File: config.mk
export PLATFORM = sky130hd
export DESIGN_NAME = instr_fetch_ctrl
export DESIGN_NICKNAME = d
export VERILOG_FILES = /design/src/rtl/instr_fetch_ctrl.sv
export SDC_FILE = /design/constraint.sdc
export NUM_CORES = 1
export LEC_CHECK = 0
export ABC_CLOCK_PERIOD_IN_PS = 5400
export CORE_MARGIN = 5
export CORE_UTILIZATION = 51
export DETAILED_ROUTE_END_ITERATION = 8
export HOLD_SLACK_MARGIN = 0.12
export PLACE_DENSITY = 0.85
export SYNTH_ARGS = -nofsm -noshare
export SYNTH_HDL_FRONTEND = slang
export SYNTH_SLANG_ARGS = --single-unit
File: constraint.sdc
create_clock -name clk -period 5.4 [get_ports clk]
set_input_delay 0.81 -clock clk [delete_from_list [all_inputs] [get_ports clk]]
set_output_delay 0.81 -clock clk [all_outputs]
set_load 0.03 [all_outputs]
File: src/rtl/instr_fetch_ctrl.sv
// Instruction fetch controller: loads the program memory from file, then walks
// the program through a 1-cycle registered read port and hands words to decode.
module instr_fetch_ctrl #(
   parameter int ADDR_W    = 9,
   parameter int INSTR_W   = 16,
   parameter int MEM_DEPTH = 400
) (
   input  logic               clk,
   input  logic               rst,
   input  logic               fin_file,
   input  logic [INSTR_W-1:0] return_instr_line,
   output logic               read_file,
   output logic               read_memory,
   output logic [ADDR_W-1:0]  pos,
   input  logic               branch_en,
   input  logic [ADDR_W-1:0]  branch_target,
   input  logic               halt,
   input  logic               instr_ready,
   output logic               instr_valid,
   output logic [INSTR_W-1:0] instr_out,
   output logic [ADDR_W-1:0]  instr_pc,
   output logic [ADDR_W-1:0]  prog_len,
   output logic               done,
   output logic               pc_err
);

   // state | meaning
   // LOAD  | strobing read_file, counting words until fin_file or memory full
   // REQ   | read_memory high with pos=pc; memory latches data on the edge
   // CAP   | read data available; captured into instr_out on the edge
   // VALID | instr_out offered to decode, held until handshake
   // DONE  | fetch finished; terminal until reset
   typedef enum logic [2:0] {LOAD, REQ, CAP, VALID, DONE} state_t;

   localparam logic [ADDR_W-1:0] LAST_WORD = ADDR_W'(MEM_DEPTH - 1);
   localparam logic [ADDR_W-1:0] FULL_LEN  = ADDR_W'(MEM_DEPTH);

   state_t             state, state_nxt;
   logic [ADDR_W-1:0]  pc, pc_nxt;
   logic [ADDR_W-1:0]  prog_len_nxt, pos_nxt, instr_pc_nxt;
   logic [INSTR_W-1:0] instr_out_nxt;
   logic               read_file_nxt, read_memory_nxt, instr_valid_nxt, done_nxt, pc_err_nxt;
   logic [ADDR_W:0]    next_pc;

   always_ff @(posedge clk or negedge rst) begin
      if (!rst) begin
         state       <= LOAD;
         pc          <= '0;
         prog_len    <= '0;
         read_file   <= 1'b0;
         read_memory <= 1'b0;
         pos         <= '0;
         instr_valid <= 1'b0;
         instr_out   <= '0;
         instr_pc    <= '0;
         done        <= 1'b0;
         pc_err      <= 1'b0;
      end else begin
         state       <= state_nxt;
         pc          <= pc_nxt;
         prog_len    <= prog_len_nxt;
         read_file   <= read_file_nxt;
         read_memory <= read_memory_nxt;
         pos         <= pos_nxt;
         instr_valid <= instr_valid_nxt;
         instr_out   <= instr_out_nxt;
         instr_pc    <= instr_pc_nxt;
         done        <= done_nxt;
         pc_err      <= pc_err_nxt;
      end
   end

   always_comb begin
      state_nxt       = state;
      pc_nxt          = pc;
      prog_len_nxt    = prog_len;
      read_file_nxt   = read_file;
      read_memory_nxt = read_memory;
      pos_nxt         = pos;
      instr_valid_nxt = instr_valid;
      instr_out_nxt   = instr_out;
      instr_pc_nxt    = instr_pc;
      done_nxt        = done;
      pc_err_nxt      = pc_err;
      // One bit wider than pc so the bounds check sees pc+1 without wrapping
      next_pc = branch_en ? {1'b0, branch_target} : {1'b0, pc} + 1'b1;

      case (state)
         LOAD: begin
            if (!read_file) begin
               read_file_nxt = 1'b1;
            end else if (fin_file || prog_len == LAST_WORD) begin
               if (!fin_file) begin
                  prog_len_nxt = FULL_LEN;
                  pc_err_nxt   = 1'b1;
               end
               read_file_nxt   = 1'b0;
               read_memory_nxt = 1'b1;
               pos_nxt         = '0;
               pc_nxt          = '0;
               state_nxt       = REQ;
            end else begin
               prog_len_nxt = prog_len + 1'b1;
            end
         end
         REQ, CAP, VALID: begin
            if (halt) begin
               read_memory_nxt = 1'b0;
               instr_valid_nxt = 1'b0;
               done_nxt        = 1'b1;
               state_nxt       = DONE;
            end else if (state == REQ) begin
               read_memory_nxt = 1'b0;
               state_nxt       = CAP;
            end else if (state == CAP) begin
               instr_out_nxt   = return_instr_line;
               instr_pc_nxt    = pc;
               instr_valid_nxt = 1'b1;
               state_nxt       = VALID;
            end else if (instr_valid && instr_ready) begin
               instr_valid_nxt = 1'b0;
               if (next_pc >= {1'b0, prog_len}) begin
                  done_nxt  = 1'b1;
                  state_nxt = DONE;
                  if (branch_en) pc_err_nxt = 1'b1;
               end else begin
                  pc_nxt          = next_pc[ADDR_W-1:0];
                  pos_nxt         = next_pc[ADDR_W-1:0];
                  read_memory_nxt = 1'b1;
                  state_nxt       = REQ;
               end
            end
         end
         DONE: ;
         default: state_nxt = LOAD;
      endcase
   end

endmodule

==> results.yml <==
place:
  portBuffers: 78
  place_inst: 393
  place_congestion: 0.871
  dp_hpwl_mm: 4.81
clock_network:
  cts_root_buf: "clkbuf_8"
  cts_hold_buf: 0
  cts_sinks: 51
  post_cts_resized: 0
  cts_inserted_buffers: 5
  path_clk_slew_ns: 0.10
  htreeDepth: 2
  cts_tree: "done"
  clkLatencyLatePin_ns: 0.31
  post_cts_buffers: 0
  clockBufferDepth: 2
min_path:
  worstHoldEndpoint: "done"
  hold_class: "register to register"
  worstHoldStart: "done"
  whs_path_depth: 1
critical_path:
  path_delay_family: "compound AO/OA/AOI/OAI gates"
  reg2reg_from: "pc[0]"
  critical-path-top-cell-by-count: "a21oi_1"
  cp_slowest_stage_delay_ns: 0.86
  path_class: "input port to register"
  cp_num_buf_inv: 1
  crit_path_cell_trace: "clkdlybuf4s50_1, nor2_1, a21oi_1, ha_1, nand2b_1, a21oi_1, o221ai_1, a41oi_2, nand3_1, o41ai_4"
  reg2reg_to: "pc[0]"
  required_ns: 5.60
  rr_worst_depth: 11
  critPathLaunchType: "input port"
  cp.arrival_ns: 4.06
  r2r_slack_ns: 2.09
  crit_path_max_fanout: 19
  slowest_stage: "clkdlybuf4s50_1"
  end_kind: "register"
sta:
  timing.final.crit_share: 0.714
  final_max_slew_viol_count: 0
  rsz0062_at_grt: "false"
  relSlewSlack: 0.377
  skew_ns: 0.0127
  worst_slew_pin_slew_ns: 0.931
  max_freq_ghz: 0.259
  hold_viol_final: 0
  setup_viol_count_final: 0
  fin_tns_setup_ns: 0
  post-route-min-period_ns: 3.86
finish:
  stdcell_count: 401
  area_delta_synth_final_pct: 33.1
  drive_above_1_share: 0.148
  n_fill_cell: 398
  diodes: 0
  num-nets-final: 372
detailed_routing:
  via_per_inst: 5.45
  drc: 0
  finalWirelength_mm: 6.28
  drt_iter0_drc: 84
  dr_total_vias: 2186
  firstDrtPassIters: 4
  ant_nets: 0
  post_drt_wl_per_cell_um: 15.7
die:
  io_pins: 79
  start_util: 0.531
  die_x_um: 83.2
  core_um2: 5140
  die_area_um2: 6920
  row_count: 26
  die_y_um: 83.2
global_route:
  grt_pass1_vias: 2150
  grt_max_degree: 52
  grt.overflow.total: 0
  grt_usage: 0.185
  antenna_found_initial: 0
  grt_pass1_wl_mm: 10.4
yosys:
  synth_seq_area_share: 0.467
  yosysMostFrequentCell: "dfrtp_1"
  synth_area_leaders: "dfrtp_1, mux2_2, ha_1, nand2_1, xnor2_1"
  synth.avg_cell_area_um2: 10.8
  synthArstFlopShare: 1.00
  synth-edff-count: 0
  ys_seq_elements: 51
  yosys_warnings: 0
  synth.distinct_cells: 45
  syn_area_um2: 2730
  yosysTopAreaCell: "dfrtp_1"
  ys_top_cells_by_count: "dfrtp_1, nand2_1, mux2_2, nor2_1, o21ai_0"
  synthFlopType: "dfrtp_1"
  synth_top_area_frac: 0.467
  syn_nets: 296
  syn_inst: 254
run_status:
  status: "finished, final reports clean"
run:
  cap_viol_max_count: 0
pwr:
  p_leak_uw: 0.00156
  power.ir.vdd_worst_mv: 0.296
  cellPowerDensity_nw_per_um2: 461
[worst max-delay path by stage]
stage                          from    end  slack, ns  depth (start not counted)
final                     branch_en  pc[0]       1.54                         10
after global routing      branch_en  pc[0]       1.31                         10
after CTS                 branch_en  pc[0]       1.57                         10
after detailed placement  branch_en  pc[0]       1.27                         10
after global placement    branch_en  pc[0]       1.36                         10
after floorplan           branch_en  pc[0]       2.51                         12
[cell type report]
cell class	instances	area, um^2	share of cell area
Multi-Input combinational cell	179	1320	0.363
Sequential cell	51	1280	0.351
Timing Repair Buffer	79	783	0.215
Tap cell	70	87.6	0.0241
Clock buffer	5	68.8	0.0189
Inverter	14	52.6	0.0145
Clock inverter	3	46.3	0.0127
[per-stage QoR]
| step | cell area (um^2) | utilization | total power (uW) | setup slack (ns) | hold slack (ns) |
|---|---|---|---|---|---|
| floorplan | 2730 | - | 1110 | 2.51 | 0.514 |
| global placement | 3520 | 0.685 | 1400 | 1.36 | 0.441 |
| detailed placement | 3520 | 0.685 | 1420 | 1.27 | 0.451 |
| CTS | 3630 | 0.707 | 1700 | 1.57 | 0.476 |
| global route | 3630 | 0.707 | 1790 | 1.31 | 0.509 |
| finish | 3630 | 0.707 | 1680 | 1.54 | 0.473 |
[kinds of logic after synthesis]
kind of cell               Yosys count  share of synthesized area
adders and majority gates           11                     0.0504
buffers and inverters               24                     0.0495
AOI/OAI and AO/OA                   47                      0.122
and+or+nand+nor                     76                      0.139
xor gates and xnor gates            11                     0.0353
muxes                               34                      0.137
DFF                                 51                      0.467
[routing by layer]
metal | wire length, um | GRT usage | vias up
met2 | 3130 | 0.303 | 69
met5 | 0 | 0 | -
li1 | - | - | 1051
met3 | 279 | 0.0406 | 18
met1 | 2690 | 0.233 | 1048
met4 | 191 | 0.0817 | 0
[flip-flops by register name, indices dropped and copies added (netlist names)]
name,cells
pc,9
instr_pc,9
instr_out,16
prog_len,9
read_memory,1
done,1
read_file,1
instr_valid,1
state,3
pc_err,1
[where the power goes]
group | total [uW] | leakage [uW] | switching, uW | internal [uW]
clock | 272 | 0.0000548 | 133 | 140
sequential | 609 | 0.000648 | 113 | 496
combinational | 794 | 0.000860 | 443 | 351
[cell usage in the layout (no fill, tap or decap), types with 7 or more instances in the layout]
master / synthesis / final
dfrtp_1: 51 / 51
ha_1: 11 / 11
a21oi_1: 11 / 11
nor2_1: 15 / 15
mux2i_1: 8 / 8
xnor2_1: 10 / 10
o21ai_0: 15 / 15
inv_1: 13 / 13
mux2_2: 26 / 26
clkdlybuf4s50_1: 0 / 77
nand3_1: 7 / 7
nand2_1: 33 / 33
(Power assumes the default switching activity.)
